## src/rtl/div_iter_unit.sv

```systemverilog
// rtl/div_iter_unit.sv - multi-cycle restoring divider for DIV/DIVU in EX
// Returns {remainder, quotient}; one quotient bit per cycle on sign-stripped operands.
module div_iter_unit #(
   parameter int DATA_W = 32,
   parameter int CNT_W  = 5
) (
   input  logic                clk,
   input  logic                rst,
   input  logic                signed_div_i,
   input  logic [DATA_W-1:0]   opdata1_i,
   input  logic [DATA_W-1:0]   opdata2_i,
   input  logic                start_i,
   input  logic                annul_i,
   output logic [2*DATA_W-1:0] result_o,
   output logic                ready_o
);

   typedef enum logic [1:0] {
      IDLE = 2'd0,
      BUSY = 2'd1,
      DONE = 2'd2
   } state_t;

   localparam logic [CNT_W-1:0] LAST_CNT = CNT_W'(DATA_W - 1);

   state_t              state, state_nxt;
   logic [CNT_W-1:0]    cnt, cnt_nxt;
   logic [2*DATA_W:0]   shreg, shreg_nxt;
   logic [DATA_W-1:0]   divisor, divisor_nxt;
   logic                q_neg, q_neg_nxt;
   logic                r_neg, r_neg_nxt;
   logic [2*DATA_W-1:0] result_nxt;
   logic                ready_nxt;

   logic                s1, s2;
   logic [DATA_W-1:0]   abs1, abs2;
   logic [2*DATA_W:0]   shifted;
   logic [DATA_W+1:0]   diff;
   logic                quo_bit;
   logic [2*DATA_W:0]   step;
   logic [DATA_W-1:0]   quo_mag, rem_mag, quo_fix, rem_fix;

   // Operand magnitudes; only signed ops with a set MSB are negated.
   always_comb begin
      s1   = signed_div_i & opdata1_i[DATA_W-1];
      s2   = signed_div_i & opdata2_i[DATA_W-1];
      abs1 = s1 ? -opdata1_i : opdata1_i;
      abs2 = s2 ? -opdata2_i : opdata2_i;
   end

   // One restoring step: shift left, trial-subtract from the upper DATA_W+1 bits.
   // The extra diff bit is the borrow that says the trial went negative.
   always_comb begin
      shifted = shreg << 1;
      diff    = {1'b0, shifted[2*DATA_W:DATA_W]} - {2'b00, divisor};
      quo_bit = ~diff[DATA_W+1];
      step[2*DATA_W:DATA_W] = quo_bit ? diff[DATA_W:0] : shifted[2*DATA_W:DATA_W];
      step[DATA_W-1:0]      = shifted[DATA_W-1:0] | {{(DATA_W-1){1'b0}}, quo_bit};
      quo_mag = step[DATA_W-1:0];
      rem_mag = step[2*DATA_W-1:DATA_W];
      quo_fix = q_neg ? -quo_mag : quo_mag;
      rem_fix = r_neg ? -rem_mag : rem_mag;
   end

   always_ff @(posedge clk) begin
      if (rst) begin
         state    <= IDLE;
         cnt      <= '0;
         shreg    <= '0;
         divisor  <= '0;
         q_neg    <= 1'b0;
         r_neg    <= 1'b0;
         result_o <= '0;
         ready_o  <= 1'b0;
      end else begin
         state    <= state_nxt;
         cnt      <= cnt_nxt;
         shreg    <= shreg_nxt;
         divisor  <= divisor_nxt;
         q_neg    <= q_neg_nxt;
         r_neg    <= r_neg_nxt;
         result_o <= result_nxt;
         ready_o  <= ready_nxt;
      end
   end

   always_comb begin
      state_nxt   = state;
      cnt_nxt     = cnt;
      shreg_nxt   = shreg;
      divisor_nxt = divisor;
      q_neg_nxt   = q_neg;
      r_neg_nxt   = r_neg;
      result_nxt  = result_o;
      ready_nxt   = ready_o;

      case (state)
         IDLE: begin
            result_nxt = '0;
            ready_nxt  = 1'b0;
            if (start_i && !annul_i) begin
               if (opdata2_i == '0) begin
                  // Divide-by-zero answers immediately with an all-zero result.
                  state_nxt = DONE;
                  ready_nxt = 1'b1;
               end else begin
                  state_nxt   = BUSY;
                  cnt_nxt     = '0;
                  shreg_nxt   = {{(DATA_W+1){1'b0}}, abs1};
                  divisor_nxt = abs2;
                  q_neg_nxt   = s1 ^ s2;
                  r_neg_nxt   = s1;
               end
            end
         end

         BUSY: begin
            if (annul_i || !start_i) begin
               state_nxt  = IDLE;
               result_nxt = '0;
               ready_nxt  = 1'b0;
            end else begin
               shreg_nxt = step;
               cnt_nxt   = cnt + 1'b1;
               if (cnt == LAST_CNT) begin
                  state_nxt  = DONE;
                  result_nxt = {rem_fix, quo_fix};
                  ready_nxt  = 1'b1;
               end
            end
         end

         DONE: begin
            if (!start_i || annul_i) begin
               state_nxt  = IDLE;
               result_nxt = '0;
               ready_nxt  = 1'b0;
            end
         end

         default: begin
            state_nxt  = IDLE;
            result_nxt = '0;
            ready_nxt  = 1'b0;
         end
      endcase
   end

endmodule

```

## config.mk

```make
export PLATFORM = sky130hd
export DESIGN_NAME = div_iter_unit
export DESIGN_NICKNAME = d
export VERILOG_FILES = /design/src/rtl/div_iter_unit.sv
export SDC_FILE = /design/constraint.sdc
export NUM_CORES = 1
export LEC_CHECK = 0
export CAP_MARGIN = 20
export CORE_MARGIN = 2
export CORE_UTILIZATION = 35
export CTS_CLUSTER_SIZE = 24
export DETAILED_ROUTE_END_ITERATION = 10
export PLACE_DENSITY = 0.66
export SLEW_MARGIN = 0
export SYNTH_ARGS = -nofsm -noshare
export SYNTH_HDL_FRONTEND = slang
export SYNTH_SLANG_ARGS = --single-unit
```

## constraint.sdc

```tcl
create_clock -name clk -period 4.9 [get_ports clk]
set_input_delay 0.735 -clock clk [delete_from_list [all_inputs] [get_ports clk]]
set_output_delay 0.735 -clock clk [all_outputs]
set_load 0.01 [all_outputs]
```

; Yosys cells after proc, flatten, opt, wreduce, memory -nomap -nowiden
; Cells that the tools add are included.
[word_totals]
ff_bits = 170
in_bits = 69
out_inout_bits = 65
word_cells = 68
[op_classes]
n_addsub = 6
eq_ne = 8
mux = 29
n_bitwise = 6
n_reduce_logical = 11
[ops]
columns = op, n
row1 = 2-to-1 mux 64 bit, 6
row2 = one-hot mux 64 bit (2 select lines), 2
row3 = 2-to-1 mux 32 bit, 5
row4 = negator 32 bit, 4
row5 = subtractor 33 x 32 -> 34 bit, 1
row6 = zero test 32 bit, 1
row7 = bitwise OR 32 x 1 -> 32 bit, 1
row8 = 2-to-1 mux 5 bit, 3
row9 = 2-to-1 mux 2 bit, 5
row10 = one-hot mux 5 bit (2 select lines), 1
row11 = "inequality test 2 bit, second input constant", 4
row12 = one-hot mux 2 bit (3 select lines), 1
row13 = AND reduction 3 bit, 2
row14 = "adder 5 x 1 -> 5 bit, second input constant", 1
row15 = "equality test 5 bit, second input constant", 1
row16 = 2-to-1 mux 1 bit, 5
row17 = AND reduction 4 bit, 1
row18 = "inequality test 3 bit, second input constant", 1
row19 = one-hot mux 1 bit (3 select lines), 1
row20 = bitwise AND 1 bit, 2
row21 = "equality test 2 x 1 -> 1 bit, second input constant", 1
row22 = "equality test 2 bit, second input constant", 1
row23 = zero test 1 bit, 2
row24 = zero test 2 bit, 1
row25 = other kinds (6), 7

; Depth between registers and ports, before layout
; Gate-level depths: netlist of the first run.
[depth]
ltp_word = 8
ltp_mapped = 24
depth_no_buf = 20

; Least setup slack after synthesis of the first run
; Ideal clock, no wire load.
[synth_timing]
kind = reg2reg
start = register divisor[14]
end = register result_o[60]
arrival_time_ps = 4949
required_time_ps = 4772
setup_slack_ps = -178
stages_incl_launch_ff = 24
n_path_buf = 4
cell_sequence = dfxtp_1 > inv_1 > ha_1 > buf_2 > and4_1 > or3b_1 > a2111o_1 > o211ai_1 > o211ai_2 > nand2_1 > buf_2 > buf_2 > clkbuf_1 > a21oi_1 > inv_1 > ha_1 > or3b_2 > nor3_1 > and4_1 > a41o_1 > o21ai_0 > o41ai_1 > xnor2_1 > o21ai_0
[synth_via]
elab_chain_len = 7
[synth_lines]
columns = element, line
row1 = from (decl), 29  ; logic [DATA_W-1:0] divisor, divisor_nxt;
row2 = from (signal assigned), 79  ; divisor <= divisor_nxt;
row3 = subtractor 33 x 32 -> 34 bit *, 55  ; diff = {1'b0, shifted[2*DATA_W:DATA_W]} - {2'b00, divisor};
row4 = 2-to-1 mux 32 bit *, 57  ; step[2*DATA_W:DATA_W] = quo_bit ? diff[DATA_W:0] : shifted[2*DATA_W:DATA_W];
row5 = negator 32 bit, 62  ; rem_fix = r_neg ? -rem_mag : rem_mag;
row6 = 2-to-1 mux 32 bit *, 62
row7 = 2-to-1 mux 64 bit *, 125  ; if (cnt == LAST_CNT) begin
row8 = 2-to-1 mux 64 bit *, 118  ; if (annul_i || !start_i) begin
row9 = one-hot mux 64 bit (2 select lines) *, 97  ; case (state)
row10 = to (signal assigned), 82  ; result_o <= result_nxt;
row11 = to (decl), 14  ; output logic [2*DATA_W-1:0] result_o,
; Mark *: on every way between the ends. The rest lies on a longest branch, timed or not. The select of a mux whose other input is x is not followed.
; A chain may end at the register's enable or synchronous reset.

; Final worst setup path of the first run
[layout_timing]
start = register shreg[57]
end = register result_o[52]
[layout_via]
elab_chain_len = 7
[layout_lines]
columns = element, line
row1 = from (decl), 28  ; logic [2*DATA_W:0] shreg, shreg_nxt;
row2 = from (signal assigned), 78  ; shreg <= shreg_nxt;
row3 = subtractor 33 x 32 -> 34 bit *, 55
row4 = 2-to-1 mux 32 bit *, 57
row5 = negator 32 bit, 62
row6 = 2-to-1 mux 32 bit *, 62
row7 = 2-to-1 mux 64 bit *, 125
row8 = 2-to-1 mux 64 bit *, 118
row9 = one-hot mux 64 bit (2 select lines) *, 97
; Marked as above.

==> results of run 1 <==
==> per-layer routing <==
metal	vias to the layer above	share of wire
met4	0	0.032
met3	60	0.062
li1	5675	-
met5	-	0
met2	420	0.45
met1	5359	0.45
==> area by class of cell <==
| cell class | count | area, sq um |
|---|---|---|
| repair buffers | 202 | 1900 |
| flip-flops and latches | 170 | 3400 |
| multi-input cells | 1196 | 7360 |
| clock buffers | 18 | 439 |
| clock inverters | 14 | 149 |
| fillers | 3138 | 17700 |
| well taps | 402 | 503 |
| inverters | 57 | 214 |
==> logic make-up (layout without fill, tap and decap cells) <==
group | Yosys count | in the layout | share of synthesized area
XOR/XNOR | 143 | 143 | 0.110
AND/OR/NAND/NOR | 565 | 565 | 0.226
adder cells (fa/ha/maj) | 39 | 39 | 0.0437
AO/OA/AOI/OAI | 435 | 435 | 0.253
buffers and inverters | 152 | 291 | 0.0540
flip-flops | 170 | 170 | 0.300
multiplexers | 14 | 14 | 0.0128
==> metrics by stage <==
stage | hold WS [ps] | cell area [sq um] | total power (W) | utilization
after floorplan | 432 | 11300 | 0.00193 | -
after global placement | 442 | 13400 | 0.00218 | 0.421
after detailed placement | 441 | 13400 | 0.00218 | 0.421
after CTS | 458 | 13900 | 0.00353 | 0.440
after global routing | 488 | 14000 | 0.00366 | 0.440
final | 452 | 14000 | 0.00351 | 0.440
==> where the power goes <==
| group | leakage, nW | internal [W] | switching (W) | total [W] |
|---|---|---|---|---|
| logic | 3.65 | 0.000293 | 0.000420 | 0.000713 |
| clock network | 0.290 | 0.000695 | 0.000657 | 0.00135 |
| registers | 1.38 | 0.00142 | 0.0000327 | 0.00145 |
| total | 5.31 | 0.00240 | 0.00111 | 0.00351 |
==> sequential cells by signal, summed over array words and instances (netlist names) <==
signal,flops
shreg,64
cnt,5
result_o,64
q_neg,1
state,2
ready_o,1
divisor,32
r_neg,1
==> cells in the mapped netlist (11+ instances only) <==
master      n
a21oi_1   111
xnor2_1    83
nor3_1     31
buf_2      21
o21ai_0    78
xor2_1     60
nor2_1    252
o41ai_1    19
clkbuf_1   68
dfxtp_1   170
a211oi_1   63
o31ai_1    25
or3_1      16
ha_1       38
a22oi_1    61
nand2b_1   11
inv_1      55
nor4_1     14
a31oi_1    12
nand3_1    24
a21o_1     12
or4_1      13
nand2_1   145
nand4_1    15
==> timing repair <==
action	in CTS	in global routing
setup endpoints to repair	0	2
resized for setup	0	1
setup buffers	0	0
hold endpoints to repair	0	0
==> path summary, 6_finish.rpt <==
kind | cells past startpoint | from | to
worst max-delay path | 18 | shreg[57] | result_o[52]
worst min-delay path | 2 | result_o[27] | result_o[27]
worst min register to register | 2 | result_o[27] | result_o[27]
worst max register to register | 18 | shreg[57] | result_o[52]
==> critical path: stages (launching register included) <==
cell and delay [ps]:
dfxtp_1 450, ha_1 290, a21o_1 180, a21o_1 170, a21oi_1 210, o211ai_1 170
a211oi_2 420, nand2_2 180, mux2_2 280, ha_1 160, or3b_2 470, nor3_2 140
and4_1 240, a41o_1 150, o21ai_0 140, buf_4 180, o21ai_0 240, xnor2_1 200
o21ai_0 110
==> impl_metrics.toml, run 1 <==
[routing]
vias = 11500
firstDrtPassIters = 5
ant_nets = 0
wl_um = 34900
vias_per_cell = 5.59
wl_per_cell_um = 16.9
drtIter0Drc = 1140
remaining_drc_errors = 0

[worst_hold_path]
hold_class = "register to register"

[yosys]
synth_ff_type = "dfxtp_1"
async_flop_share = 0
synth.distinct_cells = 68
ys_ff_latch = 170
avgSynthCellArea_sq_um = 7.47
synth_area_leader_cell = "dfxtp_1"
yosysWarnings = 0
ys_seq_area_frac = 0.300
syn-num-nets = 1626
yosysTopAreaCellShare = 0.300
synth-edff-count = 0
syn_area_sq_um = 11300
netlist_instances = 1518
synth_area_leaders = "dfxtp_1, nor2_1, xnor2_1, a21oi_1, nand2_1"

[global_route]
first_global_vias = 10600
grt_pass1_wl_um = 55300
use_met1 = 0.270
grt_usage = 0.204
use_met2 = 0.334
grt_start_max_net_pins = 94
busiest_layer = "met2"
overflow = 0
grt_use_met3 = 0.0283
antenna_found_initial = 0

[cells_and_area]
layout.nets = 1752
layout_commonest_cell = "nor2_1"
final_cells = 2059
drive_gt1_frac = 0.0772
synthToLayoutAreaGrowth_pct = 23.2
antenna_cells = 0
layout_common_cells = "nor2_1, dfxtp_1, nand2_1"

[floorplan]
start_util = 0.357
core_sq_um = 31700
die_y_um = 184
design.die.area_sq_um = 33800
rows = 65
io_pins = 134
die_x_um = 184

[timing]
finClkSkew_ps = 21.1
fin_crit_sh = 0.928
worstMarginPinSlew_ps = 1090
slew_headroom = 0.268
slew_viol_final = 0
clock.fmax_ghz = 0.220
fin_tns_setup_ps = 0
hold_viol = 0
rsz0062_at_grt = "false"
setup_slack_ps = 353
min_period_ps = 4550
setup_viol = 0

[clock_tree]
clock-sinks = 170
cts_buffers = 17
htreeDepth = 4
cts_tree = "yes"
clock_latency_ps = 450
ctsLongestPathBuffers = 2
cts_hold_buf = 0
clk_pin_slew_worst_paths_ps = 80
root_buffer = "clkbuf_16"

[critical_path]
rrSetupSlack_ps = 350
endpoint_kind = "register"
startpoint_type = "register"
worstSetupPathType = "register to register"
cp.required_ps = 5190
cp_max_fo = 6
crit_arrival_ps = 4840

[power_and_ir_drop]
ir_worst_vdd_mv = 0.253
leakage_nw = 5.31
p_per_area_nw_per_um2 = 252

[placement]
place_ws_ps = 133
placed_cells = 2026
routabilityCongestion = 0.912
dpl.hpwl_um = 26200
port_buffers = 133

[job]
maxCapViolCount = 0

[outcome]
outcome = "finished clean"
No activity file was read; power rests on OpenSTA's default activity.
==> inputs of run 2 (changes only) <==
--- a/config.mk
+++ b/config.mk
@@ -6,12 +6,12 @@
 export NUM_CORES = 1
 export LEC_CHECK = 0
 export CAP_MARGIN = 20
-export CORE_MARGIN = 2
+export CORE_MARGIN = 3
 export CORE_UTILIZATION = 35
 export CTS_CLUSTER_SIZE = 24
 export DETAILED_ROUTE_END_ITERATION = 10
 export PLACE_DENSITY = 0.66
-export SLEW_MARGIN = 0
+export SLEW_MARGIN = 15
 export SYNTH_ARGS = -nofsm -noshare
 export SYNTH_HDL_FRONTEND = slang
 export SYNTH_SLANG_ARGS = --single-unit
==> run 2 against run 1 <==
Net effect: worst hold slack better by 3.0 ps; clock power up 4%; core utilization up 0.051 points; cell count stayed put; critical path depth is 2 higher; critical path type unchanged; die area is 2.2% higher; combinational power barely moved; register-to-register slack worse by 70 ps; non-clock buffer count unchanged; largest power group unchanged; setup slack got worse by 75 ps; global-route usage shrank 0.34 points.
==> impl_metrics.toml, run 2 (synthesized netlist as in run 1, its figures left out) <==
[timing]
slew_headroom = 0.274
rsz0062_at_grt = "false"
setup_slack_ps = 278
setup_viol = 0
hold_viol = 0
fin_tns_setup_ps = 0
clock.fmax_ghz = 0.216
slew_viol_final = 0
finClkSkew_ps = 17.1
fin_crit_sh = 0.943
min_period_ps = 4620
worstMarginPinSlew_ps = 1090

[critical_path]
crit_arrival_ps = 4900
endpoint_kind = "register"
crit_path_cell_trace = "inv_1, ha_1, nand4_1, or3b_4, a2111o_1, o211ai_1, buf_4, o211ai_2, nand2_2, mux2_2, ha_1, or3b_2, nor3_2, and4_1, a41o_1, o21ai_1, o41ai_1, buf_4, xnor2_1, o21ai_0"
cpPeakStageDelay_ps = 470
worstSetupPathType = "register to register"
cp.required_ps = 5180
startpoint_type = "register"
crit_slowest_cell = "or3b_2"
cp_max_fo = 5

[job]
maxCapViolCount = 0

[clock_tree]
htreeDepth = 4
cts_hold_buf = 0
cts_buffers = 17
ctsLongestPathBuffers = 2
cts_tree = "yes"
clock-sinks = 170
clk_pin_slew_worst_paths_ps = 70
root_buffer = "clkbuf_16"
clock_latency_ps = 440

[routing]
wl_met2_um = 16000
m1WireLength_um = 16200
wl_um = 35200
met3_length_um = 1870
wl_per_cell_um = 17.1
ant_nets = 0
vias_per_cell = 5.55
firstDrtPassIters = 6
drtIter0Drc = 1012
remaining_drc_errors = 0
top_layer = "met4"
vias = 11400

[floorplan]
design.die.area_sq_um = 34600
die_y_um = 186
die_x_um = 186
io_pins = 134
rows = 65
start_util = 0.357
core_sq_um = 31700

[global_route]
grt_start_max_net_pins = 82
grt_pass1_wl_um = 56100
overflow = 0
grt_usage = 0.201
antenna_found_initial = 0
first_global_vias = 10700

[cells_and_area]
synthToLayoutAreaGrowth_pct = 23.4
reg.largest.list = "result_o: 64 flops, shreg: 64 flops, divisor: 32 flops"
layout_common_cells = "nor2_1, dfxtp_1, nand2_1"
layout.nets = 1752
drive_gt1_frac = 0.0772
postLayoutCoreUtil = 0.441
layout_commonest_cell = "nor2_1"
final_cells = 2059
antenna_cells = 0

[power_and_ir_drop]
leakage_nw = 5.32
p_per_area_nw_per_um2 = 255
total_power_w = 0.00356
ir_worst_vdd_mv = 0.246

[placement]
port_buffers = 133
place_ws_ps = 249
dpl.hpwl_um = 26500
placed_cells = 2026
routabilityCongestion = 0.905

[worst_hold_path]
hold_class = "register to register"

[outcome]
outcome = "finished clean"
-- run 2: final timing paths --
path	from	endpoint	slack [ps]	cells past startpoint
worst max-delay path	divisor[23]	result_o[60]	280	20
worst min-delay path	result_o[50]	result_o[50]	450	2
worst max register to register	divisor[23]	result_o[60]	280	20
worst min register to register	result_o[50]	result_o[50]	450	2
-- run 2: layout make-up --
cell class              instances  area [sq um]
clock buffers                  17           425
clock inverters                15           175
fillers                      3196         17700
inverters                      57           214
multi-input cells            1196          7360
flip-flops and latches        170          3400
well taps                     402           503
repair buffers                202          1900
-- run 2: where the power goes --
| group | switching, W | internal, W | total [W] |
|---|---|---|---|
| Clock | 0.000663 | 0.000733 | 0.00140 |
| Combinational | 0.000420 | 0.000295 | 0.000714 |
| Sequential | 0.0000356 | 0.00142 | 0.00145 |
| Total | 0.00112 | 0.00244 | 0.00356 |
-- run 2: metrics by stage --
stage / hold WS (ps) / instance area [sq um]
CTS: 459 / 14000
global placement: 436 / 13400
finish: 455 / 14000
floorplan: 432 / 11300
detailed placement: 442 / 13400
global route: 486 / 14000
-- run 2: timing repair --
| action | 4_1_cts | 5_1_grt |
|---|---|---|
| buffers inserted | 0 | 0 |
| resized for setup | 0 | 2 |
| setup endpoints to repair | 0 | 4 |
-- run 2: critical path, delay by kind of cell (launching register included) --
| family | cells | cell delay, ps |
|---|---|---|
| mux | 1 | 190 |
| xor+xnor | 1 | 100 |
| buf+inv | 3 | 400 |
| fa+ha+maj | 2 | 460 |
| simple gates | 6 | 1670 |
| compound gates | 7 | 1320 |
| flops | 1 | 330 |
-- run 2: routing by layer --
| layer | vias to the layer above | track usage |
|---|---|---|
| met3 | 60 | 0.0301 |
| li1 | 5689 | - |
| met4 | 0 | 0.0795 |
| met2 | 338 | 0.321 |
| met1 | 5349 | 0.272 |
| met5 | - | 0 |
==> inputs of run 3 (changes only) <==
--- a/config.mk
+++ b/config.mk
@@ -5,7 +5,6 @@
 export SDC_FILE = /design/constraint.sdc
 export NUM_CORES = 1
 export LEC_CHECK = 0
-export CAP_MARGIN = 20
 export CORE_MARGIN = 3
 export CORE_UTILIZATION = 35
 export CTS_CLUSTER_SIZE = 24
@@ -15,3 +14,4 @@
 export SYNTH_ARGS = -nofsm -noshare
 export SYNTH_HDL_FRONTEND = slang
 export SYNTH_SLANG_ARGS = --single-unit
+export TNS_END_PERCENT = 1
==> run 3 against run 2 <==
Net effect: first-iteration DRC count up 0.20%; critical endpoint unchanged; power about the same; largest cell class unchanged; register-to-register slack about the same.
==> impl_metrics.toml, run 3 (synthesized netlist as in run 1, its figures left out) <==
[outcome]
outcome = "finished clean"

[routing]
remaining_drc_errors = 0
drtIter0Drc = 1014
wl_per_cell_um = 17.1
vias = 11500
firstDrtPassIters = 5
vias_per_cell = 5.57
wl_um = 35200
ant_nets = 0

[critical_path]
cp_max_fo = 5
crit_path_cell_trace = "inv_1, ha_1, nand4_1, or3b_4, a2111o_1, o211ai_1, buf_4, o211ai_2, nand2_2, mux2_2, ha_1, or3b_2, nor3_2, and4_1, a41o_1, o21ai_1, o41ai_1, buf_4, xnor2_1, o21ai_0"
endpoint_kind = "register"
cp.required_ps = 5180
worstSetupPathType = "register to register"
crit_arrival_ps = 4910
crit_slowest_cell = "or3b_2"
cpPeakStageDelay_ps = 480
startpoint_type = "register"
critPathBufInv = 3
cp_top_family = "simple AND/OR/NAND/NOR gates"

[cells_and_area]
layout_commonest_cell = "nor2_1"
nFillCells = 3203
synthToLayoutAreaGrowth_pct = 23.1
drive_gt1_frac = 0.0767
antenna_cells = 0
layout_common_cells = "nor2_1, dfxtp_1, nand2_1"
layout.nets = 1751
reg.largest.list = "result_o: 64 flops, shreg: 64 flops, divisor: 32 flops"

[global_route]
overflow = 0
first_global_vias = 10700
grt_usage = 0.201
grt_pass1_wl_um = 56100
grt_start_max_net_pins = 82
antenna_found_initial = 0

[clock_tree]
htreeDepth = 4
clock_latency_ps = 440
clock-sinks = 170
cts_buffers = 17
cts_hold_buf = 0
ctsLongestPathBuffers = 2
clk_pin_slew_worst_paths_ps = 70
cts_tree = "yes"
root_buffer = "clkbuf_16"

[floorplan]
die_y_um = 186
start_util = 0.357
rows = 65
design.die.area_sq_um = 34600
die_x_um = 186
core_sq_um = 31700
io_pins = 134

[timing]
setup_viol = 0
fin_crit_sh = 0.945
fin_tns_setup_ps = 0
worstMarginPinSlew_ps = 1140
min_period_ps = 4630
clock.fmax_ghz = 0.216
hold_viol = 0
slew_viol_final = 0
slew_headroom = 0.236
rsz0062_at_grt = "false"
finClkSkew_ps = 17.8

[worst_hold_path]
hold_class = "register to register"

[placement]
dpl.hpwl_um = 26500
port_buffers = 133
routabilityCongestion = 0.905

[job]
maxCapViolCount = 0

[power_and_ir_drop]
p_per_area_nw_per_um2 = 255
leakage_nw = 5.31
total_power_w = 0.00356
ir_worst_vdd_mv = 0.247
run 3: cell count changes in the layout (fill, tap and decap cells not counted):
cell | previous run | this run
buf_16 | 1 | 0
run 3: power breakdown:
part | leakage, nW | switching, W | internal [W]
clock network | 0.294 | 0.000665 | 0.000733
logic | 3.64 | 0.000419 | 0.000294
registers | 1.38 | 0.0000356 | 0.00142
total | 5.31 | 0.00112 | 0.00244
run 3: worst reg2reg max path, cell delays in order, from the launching register on:
cell and delay, ps:
dfxtp_1 340, inv_1 50, ha_1 300, nand4_1 190, or3b_4 460, a2111o_1 350, o211ai_1 120, buf_4 180
o211ai_2 120, nand2_2 150, mux2_2 190, ha_1 160, or3b_2 480, nor3_2 150, and4_1 240, a41o_1 130
o21ai_1 140, o41ai_1 380, buf_4 180, xnor2_1 100, o21ai_0 90
run 3: layer usage:
| metal | global-route usage | vias up | wire length (um) |
|---|---|---|---|
| met4 | 0.0795 | 0 | 1280 |
| met5 | 0 | - | 0 |
| met1 | 0.272 | 5376 | 16100 |
| met3 | 0.0301 | 68 | 1890 |
| li1 | - | 5683 | - |
| met2 | 0.321 | 341 | 15900 |
run 3: area by class of cell:
| cell class | instances | area, sq um | area share |
|---|---|---|---|
| well taps | 402 | 503 | 0.0360 |
| repair buffers | 201 | 1880 | 0.134 |
| clock inverters | 15 | 175 | 0.0125 |
| inverters | 57 | 214 | 0.0153 |
| flip-flops and latches | 170 | 3400 | 0.244 |
| clock buffers | 17 | 425 | 0.0305 |
| multi-input cells | 1196 | 7360 | 0.527 |
run 3: final timing paths:
| path | start | to | slack [ps] | depth (start not counted) |
|---|---|---|---|---|
| setup / recovery | divisor[23] | result_o[60] | 270 | 20 |
| hold / removal | result_o[50] | result_o[50] | 460 | 2 |
| setup reg to reg | divisor[23] | result_o[60] | 270 | 20 |
| hold reg to reg | result_o[50] | result_o[50] | 460 | 2 |
run 3: timing repair:
| item | 4_1_cts | 5_1_grt |
|---|---|---|
| buffers inserted | 0 | 0 |
| gates resized for setup | 0 | 2 |
| setup endpoints to repair | 0 | 4 |
| endpoints found under the hold margin | 0 | 0 |
run 3: per-stage QoR:
stage	setup slack (ps)	utilization	hold slack (ps)	instance area, sq um	instances
final	272	0.440	456	14000	2058
after detailed placement	249	0.421	442	13400	2026
after global placement	315	0.421	436	13400	2026
after global routing	15.4	0.440	486	14000	2058
after floorplan	25.9	-	432	11300	1518
after CTS	214	0.440	459	14000	2058
